File: config.mk
export PLATFORM = sky130hd
export DESIGN_NAME = video_timing_gen
export DESIGN_NICKNAME = d
export VERILOG_FILES = /design/src/rtl/video_timing_gen_pkg.sv /design/src/rtl/video_timing_gen_mod_counter.sv /design/src/rtl/video_timing_gen.sv
export SDC_FILE = /design/constraint.sdc
export NUM_CORES = 1
export LEC_CHECK = 0
export CORE_ASPECT_RATIO = 1.1
export CORE_MARGIN = 1
export CORE_UTILIZATION = 33
export DETAILED_ROUTE_END_ITERATION = 6
export GPL_TIMING_DRIVEN = 0
export RECOVER_POWER = 50
export SLEW_MARGIN = 10
export SYNTH_ARGS = -nofsm -noshare
export SYNTH_HDL_FRONTEND = slang
export SYNTH_SLANG_ARGS = --single-unit
File: constraint.sdc
create_clock -name CLK_6M -period 2.86 [get_ports CLK_6M]
set_input_delay 0.715 -clock CLK_6M [delete_from_list [all_inputs] [get_ports CLK_6M]]
set_output_delay 0.715 -clock CLK_6M [all_outputs]
set_load 0.05 [all_outputs]
File: src/rtl/video_timing_gen_pkg.sv
// System86 raster timing defaults and the window-decode helper shared by video_timing_gen.
package video_timing_gen_pkg;

    localparam int SYS86_H_TOTAL      = 384;
    localparam int SYS86_H_VISIBLE    = 288;
    localparam int SYS86_H_SYNC_START = 320;
    localparam int SYS86_H_SYNC_WIDTH = 32;
    localparam int SYS86_V_TOTAL      = 264;
    localparam int SYS86_V_VISIBLE    = 224;
    localparam int SYS86_V_SYNC_START = 240;
    localparam int SYS86_V_SYNC_WIDTH = 3;

    // Windows running past the line/frame end simply stop at the last count; nothing wraps.
    function automatic logic in_window(input int pos, input int start, input int width);
        return (pos >= start) && (pos < start + width);
    endfunction

endpackage

File: src/rtl/video_timing_gen_mod_counter.sv
// Modulo-N counter with enable; wrap flags the enabled cycle that returns the count to zero.
module mod_counter #(
    parameter int N     = 384,
    parameter int WIDTH = $clog2(N)
) (
    input  logic             clk,
    input  logic             rst,
    input  logic             en,
    output logic [WIDTH-1:0] count,
    output logic             wrap
);

    localparam logic [WIDTH-1:0] LAST = WIDTH'(N - 1);

    assign wrap = en && (count == LAST);

    always_ff @(posedge clk) begin
        if (rst) begin
            count <= '0;
        end else if (en) begin
            count <= wrap ? '0 : count + 1'b1;
        end
    end

endmodule

File: src/rtl/video_timing_gen.sv
// Raster and CPU bus-phase timing generator for the System86 board model.
// Define VIDEO_TIMING_COUNTERS_EN to expose the raw counters on HPOS/VPOS.
module video_timing_gen
    import video_timing_gen_pkg::*;
#(
    parameter int H_TOTAL      = SYS86_H_TOTAL,
    parameter int H_VISIBLE    = SYS86_H_VISIBLE,
    parameter int H_SYNC_START = SYS86_H_SYNC_START,
    parameter int H_SYNC_WIDTH = SYS86_H_SYNC_WIDTH,
    parameter int V_TOTAL      = SYS86_V_TOTAL,
    parameter int V_VISIBLE    = SYS86_V_VISIBLE,
    parameter int V_SYNC_START = SYS86_V_SYNC_START,
    parameter int V_SYNC_WIDTH = SYS86_V_SYNC_WIDTH
) (
    input  logic CLK_6M,
    input  logic rst,
    output logic CLK_1H,
    output logic CLK_2H,
    output logic CLK_S1H,
    output logic CLK_S2H,
    output logic nHBLANK,
    output logic nVBLANK,
    output logic nHSYNC,
    output logic nVSYNC,
    output logic LINE_STB,
    output logic FRAME_STB
`ifdef VIDEO_TIMING_COUNTERS_EN
    ,
    output logic [$clog2(H_TOTAL)-1:0] HPOS,
    output logic [$clog2(V_TOTAL)-1:0] VPOS
`endif
);

    localparam int HW = $clog2(H_TOTAL);
    localparam int VW = $clog2(V_TOTAL);

    logic [HW-1:0] hcnt;
    logic [HW-1:0] h_next;
    logic [VW-1:0] vcnt;
    logic [VW-1:0] v_next;
    logic          h_wrap;
    logic          v_wrap;
    int            h_pos;
    int            v_pos;

    mod_counter #(.N(H_TOTAL), .WIDTH(HW)) u_hcnt (
        .clk   (CLK_6M),
        .rst   (rst),
        .en    (1'b1),
        .count (hcnt),
        .wrap  (h_wrap)
    );

    mod_counter #(.N(V_TOTAL), .WIDTH(VW)) u_vcnt (
        .clk   (CLK_6M),
        .rst   (rst),
        .en    (h_wrap),
        .count (vcnt),
        .wrap  (v_wrap)
    );

    // Outputs are decoded from the value the counters are about to load, so they line up with them.
    always_comb begin
        h_next = h_wrap ? '0 : hcnt + 1'b1;
        v_next = vcnt;
        if (h_wrap) begin
            v_next = v_wrap ? '0 : vcnt + 1'b1;
        end
        h_pos = int'(h_next);
        v_pos = int'(v_next);
    end

    always_ff @(posedge CLK_6M) begin
        if (rst) begin
            CLK_1H    <= 1'b0;
            CLK_2H    <= 1'b0;
            CLK_S1H   <= 1'b0;
            CLK_S2H   <= 1'b0;
            nHBLANK   <= 1'b1;
            nVBLANK   <= 1'b1;
            nHSYNC    <= 1'b1;
            nVSYNC    <= 1'b1;
            LINE_STB  <= 1'b0;
            FRAME_STB <= 1'b0;
        end else begin
            CLK_1H    <= h_next[0];
            CLK_2H    <= h_next[1];
            CLK_S1H   <= CLK_1H;
            CLK_S2H   <= CLK_2H;
            nHBLANK   <= h_pos < H_VISIBLE;
            nVBLANK   <= v_pos < V_VISIBLE;
            nHSYNC    <= !in_window(h_pos, H_SYNC_START, H_SYNC_WIDTH);
            nVSYNC    <= !in_window(v_pos, V_SYNC_START, V_SYNC_WIDTH);
            LINE_STB  <= h_pos == H_TOTAL - 1;
            FRAME_STB <= (h_pos == H_TOTAL - 1) && (v_pos == V_VISIBLE - 1);
        end
    end

`ifdef VIDEO_TIMING_COUNTERS_EN
    assign HPOS = hcnt;
    assign VPOS = vcnt;
`endif

endmodule

==> reports/metrics.yaml, run 1 <==
status:
  status: "completed"
worst_setup_path:
  required_ns: 3.02
  rrSetupSlack_ns: 0.20
  crit_path_start_kind: "register"
  arrival_ns: 2.82
  timing.rr.start: "u_hcnt.count[0]"
  endpoint_kind: "register"
  reg2regPathDepth: 6
  crit_fanout: 7
  worstSetupPathType: "register to register"
  r2r_end: "nVSYNC"
sta:
  period_share_pct: 92.98
  final-setup-viol-count: 0
  relSlewSlack_pct: 42.24
  min_period_ns: 2.659
  finClkSkew_ns: 0.002123
  fmax_mhz: 376.1
  rsz0062_at_grt: "false"
  hold_slack_ns: 0.4912
  fin_ws_ns: 0.2008
  hold_violations: 0
  worst_pin_slew_ns: 0.8597
  slew_violations: 0
  setup_tns_ns: 0
grt:
  grt_overflow_total: 0
  grt_pass1_wl_um: 4726
  grt_max_degree: 16
  track_usage_pct: 15.28
  antenna_found_initial: 0
  grt_pass1_vias: 1007
yosys:
  yosysMostFrequentCell: "dfxtp_1"
  syn-num-nets: 151
  synth-main-ff-cell: "dfxtp_1"
  synth_seq_cells: 26
  synth_top_cell_by_area: "dfxtp_1"
  synth_top_cell_area_share_pct: 40.70
  synth_edf_count: 0
  synth.area.top_cells: "dfxtp_1 41%, nor2_1 3.5%, xnor2_1 3.4%, nand2_1 3.2%, nor2b_1 2.9%"
  ys_async_sr_fraction_pct: 0
  avgSynthCellArea_sq_um: 8.699
  synth_area_sq_um: 1279
  synth_common_cells: "26 x dfxtp_1, 12 x nor2_1, 11 x nand2_1"
  synth_warnings: 0
  netlist_instances: 147
  seq_area_frac_synth_pct: 40.70
  yosysUniqueCellTypes: 46
finish:
  multiInputGateArea_sq_um: 719.4
  final-seq-area_sq_um: 523.0
  final_cells: 212
  drive_gt1_share_pct: 8.025
  n_antenna_cell: 0
  nFillCells: 388
  area_growth_pct: 19.86
  nNetsFinal: 167
floorplanning:
  die_area_sq_um: 4128
  die_w_um: 61.35
  start_util_pct: 34.71
  die_h_um: 67.29
  rows: 23
  ios: 12
  fp.coreArea_sq_um: 3684
route:
  routed_wirelength_um: 2877
  drtAntennaViolNets: 0
  viasPerCell: 5.236
  wl_per_cell_um: 13.57
  vias: 1110
  first_iter_violations: 33
  dr.pass1.iters: 4
  drc: 0
place:
  place_hpwl_um: 2091
  io_buffer_count: 11
  placedCellCount: 208
  place_ws_ns: 0.2013
  gp_congestion: 0.8159
min_path:
  min_path_type: "register to register"
  hold_depth: 1
  hp-start: "u_hcnt.count[0]"
  whs_endpoint: "u_hcnt.count[0]"
clock_tree:
  cts_buffers: 3
  cts_hold_buf: 0
  htree_levels: 1
  root_buffer: "clkbuf_8"
  path_clk_slew_ns: 0.10
  cts_max_path_buffers: 2
  numClockSinks: 26
  cts_tree: "done"
  clock_latency_ns: 0.28
pwr:
  p_leak_nw: 0.5357
  vdd_drop_max_mv: 0.1711
  power.density_nw_per_um2: 491.5
job:
  cap_violations: 0
## layout by cell type, fill, tap and decap left out, types with 6 or more instances in the layout
cell type        instances
nand2_1                 11
dfxtp_1                 24
nand3_1                  6
clkdlybuf4s50_1          9
clkbuf_1                 6
a21oi_1                  7
nor2_1                  12
nor2b_1                  6
## registers in the layout, indices dropped and copies added, names as in the netlist
register and cells:
nVBLANK 1, CLK_S2H 1, nVSYNC 1, FRAME_STB 1, u_hcnt.count 9, nHSYNC 1, LINE_STB 1, CLK_S1H 1
nHBLANK 1, u_vcnt.count 9
## how the worst max path moves through the flow
stage	slack, ns	cells past startpoint	endpoint	from
2_1_floorplan	0.18	6	nVSYNC	u_hcnt.count[0]
3_3_place_gp	0.23	6	nVSYNC	u_hcnt.count[0]
3_5_place_dp	0.20	6	nVSYNC	u_hcnt.count[0]
4_1_cts	0.18	6	nVSYNC	u_hcnt.count[0]
5_1_grt	0.007	7	nVSYNC	u_hcnt.count[0]
6_report	0.20	6	nVSYNC	u_hcnt.count[0]
## kinds of logic after synthesis
| family | count (synthesis) | share of synthesized area, % |
|---|---|---|
| simple gates | 70 | 31.70 |
| compound gates | 29 | 16.44 |
| flops | 26 | 40.70 |
| buf+inv | 12 | 3.620 |
| xor+xnor | 7 | 4.795 |
| fa+ha+maj | 2 | 1.957 |
| mux | 1 | 0.7828 |
## per-layer routing
metal | part of all wire (%) | vias up | global-route usage (%)
li1 | - | 570 | -
met1 | 49 | 517 | 21.48
met2 | 48 | 18 | 24.18
met3 | 1.4 | 5 | 1.149
met4 | 1.5 | 0 | 5.833
met5 | 0 | - | 0
## through the flow
| step | instance area (sq um) | util (%) | power (W) |
|---|---|---|---|
| after floorplan | 1281 | - | 0.0004288 |
| after global placement | 1454 | 39.47 | 0.0004474 |
| after detailed placement | 1454 | 39.47 | 0.0004493 |
| after CTS | 1525 | 41.41 | 0.0007574 |
| after global routing | 1533 | 41.61 | 0.0007783 |
| final | 1533 | 41.61 | 0.0007534 |
## layout make-up
class / instances / area share, %
Multi-Input combinational cell: 109 / 46.94
Sequential cell: 26 / 34.12
Timing Repair Buffer: 11 / 7.184
Tap cell: 50 / 4.082
Clock buffer: 3 / 2.694
Clock inverter: 1 / 1.959
Buffer: 7 / 1.796
Inverter: 5 / 1.224
## timing repair
| item | 4_1_cts | 5_1_grt |
|---|---|---|
| gates resized for setup | 0 | 1 |
| setup buffers | 0 | 0 |
| endpoints found under the hold margin | 0 | 0 |
| endpoints found under the setup margin | 0 | 1 |
## critical path, stage by stage, from the launching register on
cell and delay, ns:
dfxtp_2 0.39, ha_1 0.23, nand4_2 0.19, or3_4 0.45
or4_4 0.53, a21o_1 0.23, or4b_1 0.51
## report_power, final
group          switching, W  total [W]  internal (W)  leakage [nW]
logic             0.0000364  0.0000591     0.0000227         0.289
clock network      0.000126   0.000313      0.000187        0.0357
registers        0.00000917   0.000381      0.000372         0.211
total              0.000171   0.000753      0.000582         0.536
Power figures use the tool's default switching activity.
==> run 2, diff against run 1 <==
--- a/config.mk
+++ b/config.mk
@@ -5,11 +5,15 @@
 export SDC_FILE = /design/constraint.sdc
 export NUM_CORES = 1
 export LEC_CHECK = 0
+export CELL_PAD_IN_SITES_DETAIL_PLACEMENT = 1
+export CELL_PAD_IN_SITES_GLOBAL_PLACEMENT = 1
 export CORE_ASPECT_RATIO = 1.1
 export CORE_MARGIN = 1
 export CORE_UTILIZATION = 33
+export CTS_CLUSTER_DIAMETER = 100
 export DETAILED_ROUTE_END_ITERATION = 6
 export GPL_TIMING_DRIVEN = 0
+export PLACE_DENSITY_LB_ADDON = 0.1
 export RECOVER_POWER = 50
 export SLEW_MARGIN = 10
 export SYNTH_ARGS = -nofsm -noshare
==> run 2 against run 1 <==
Clock power decreased by 24%. Largest cell class unchanged. Fmax decreased by 1.6%. Via count increased by 5.0%.
==> reports/metrics.yaml, run 2 (synthesized netlist as in run 1, its figures left out) <==
status:
  status: "completed"
floorplanning:
  ios: 12
  start_util_pct: 34.71
  die_h_um: 67.29
  rows: 23
  fp.coreArea_sq_um: 3684
  die_area_sq_um: 4128
  die_w_um: 61.35
pwr:
  power.density_nw_per_um2: 447.1
  seqPwrFrac_pct: 56.2
  vdd_drop_max_mv: 0.2102
  clkPwrFrac_pct: 35.2
  internal-power_w: 0.0005161
  p_sw_share_pct: 23.76
  power.switching_w: 0.0001608
  p_leak_nw: 0.5206
  combPwrFrac_pct: 8.6
grt:
  grt_pass1_wl_um: 5720
  busiest_layer: "met2"
  met1_usage_pct: 22.37
  antenna_found_initial: 0
  track_usage_pct: 18.41
  grt_pass1_vias: 1204
  grtUsageMet3_pct: 1.916
  use_met2_pct: 33.29
  grt_overflow_total: 0
  grt_max_degree: 15
finish:
  n_antenna_cell: 0
  design_area_sq_um: 1514
  final-seq-area_sq_um: 523.0
  multiInputGateArea_sq_um: 716.9
  drive_gt1_share_pct: 8.025
  area_growth_pct: 18.40
  mostFrequentLayoutCell: "dfxtp_1"
  layout_common_cells: "24 x dfxtp_1, 12 x nor2_1, 11 x nand2_1"
  reg_top3: "u_hcnt.count: 9 flops, u_vcnt.count: 9 flops"
  nFillCells: 466
  nNetsFinal: 167
sta:
  final-setup-viol-count: 0
  min_period_ns: 2.703
  relSlewSlack_pct: 41.77
  slew_violations: 0
  worst_pin_slew_ns: 0.8669
  period_share_pct: 94.51
  fin_ws_ns: 0.1571
  rsz0062_at_grt: "false"
  setup_tns_ns: 0
  finClkSkew_ns: 0.001138
  fmax_mhz: 370.0
  hold_violations: 0
worst_setup_path:
  required_ns: 3.01
  cp-startpoint: "u_vcnt.count[0]"
  worstSetupPathType: "register to register"
  critPathSlowestCell: "or4b_1"
  arrival_ns: 2.85
  endpoint_kind: "register"
  crit_fanout: 10
  path_cells: "ha_1 -> clkbuf_1 -> and4b_1 -> and2_1 -> or4_4 -> a21o_1 -> or4b_1"
  timing.rr.start: "u_vcnt.count[0]"
  critPathMaxStageDelay_ns: 0.51
  crit_path_start_kind: "register"
place:
  place_ws_ns: 0.1666
  gp_congestion: 0.7472
  dpl_cell_area_sq_um: 1454
  io_buffer_count: 11
  place_hpwl_um: 2470
route:
  routed_wirelength_um: 3204
  first_iter_violations: 74
  wl_per_cell_um: 15.11
  drc: 0
  dr.pass1.iters: 4
  vias: 1166
  drtAntennaViolNets: 0
  viasPerCell: 5.500
clock_tree:
  cts_tree: "done"
  path_clk_slew_ns: 0.09
  cts_setup_buffers: 0
  cts_hold_buf: 0
  htree_levels: 1
  numClockSinks: 26
  cts_buffers: 3
  cts_max_path_buffers: 2
  root_buffer: "clkbuf_8"
  clock_latency_ns: 0.27
min_path:
  hp-start: "u_hcnt.count[0]"
  min_path_type: "register to register"
job:
  cap_violations: 0
-- run 2: changes by cell type in the layout (fill, tap and decap cells not counted), sizes merged --
| cell | delta |
|---|---|
| bufinv | -1 |
| clkdlybuf4s50 | -7 |
| clkbuf | +1 |
| dlygate4sd3 | +7 |
-- run 2: metal layers --
metal,part of all wire (%),vias to the layer above
met2,54,7
met4,1.6,0
met3,0.84,6
met1,44,580
met5,0,-
li1,-,573
-- run 2: power by group through the flow --
stage / Clock, W / Combinational (W) / Sequential, W
2_1_floorplan: 0 / 0.0000220 / 0.000407
6_report: 0.000238 / 0.0000583 / 0.000380
4_1_cts: 0.000246 / 0.0000604 / 0.000381
3_5_place_dp: 0 / 0.0000603 / 0.000389
5_1_grt: 0.000260 / 0.0000630 / 0.000382
3_3_place_gp: 0 / 0.0000589 / 0.000388
-- run 2: area by class of cell --
cell class                      count  area share [%]
Sequential cell                    26           34.55
Clock buffer                        4           3.636
Buffer                              7           1.818
Inverter                            5           1.240
Timing Repair Buffer               11           7.273
Multi-Input combinational cell    109           47.36
Tap cell                           50           4.132
-- run 2: final timing paths --
check | slack, ns | endpoint | cells after the start
worst min-delay path | 0.49 | u_hcnt.count[0] | 1
worst min register to register | 0.49 | u_hcnt.count[0] | 1
worst max-delay path | 0.16 | nVSYNC | 7
worst max register to register | 0.16 | nVSYNC | 7
-- run 2: stage by stage --
| step | cells | hold WS, ns | power, W | utilization [%] |
|---|---|---|---|---|
| floorplan | 147 | 0.4788 | 0.0004288 | - |
| global placement | 208 | 0.4748 | 0.0004473 | 39.47 |
| detailed placement | 208 | 0.4814 | 0.0004496 | 39.47 |
| CTS | 212 | 0.4944 | 0.0006873 | 40.96 |
| global route | 212 | 0.5231 | 0.0007053 | 41.10 |
| finish | 212 | 0.4867 | 0.0006770 | 41.10 |
-- run 2: repair_timing --
item,in CTS,in global routing
resized for setup,0,1
hold endpoints to repair,0,0
setup endpoints to repair,0,1
-- run 2: worst max-delay path, delay by kind of cell (launching register included) --
| family | cells | cell delay [ns] |
|---|---|---|
| AOI/OAI and AO/OA | 1 | 0.22 |
| and+or+nand+nor | 4 | 1.51 |
| adders and majority gates | 1 | 0.22 |
| buffers and inverters | 1 | 0.23 |
| DFF | 1 | 0.39 |
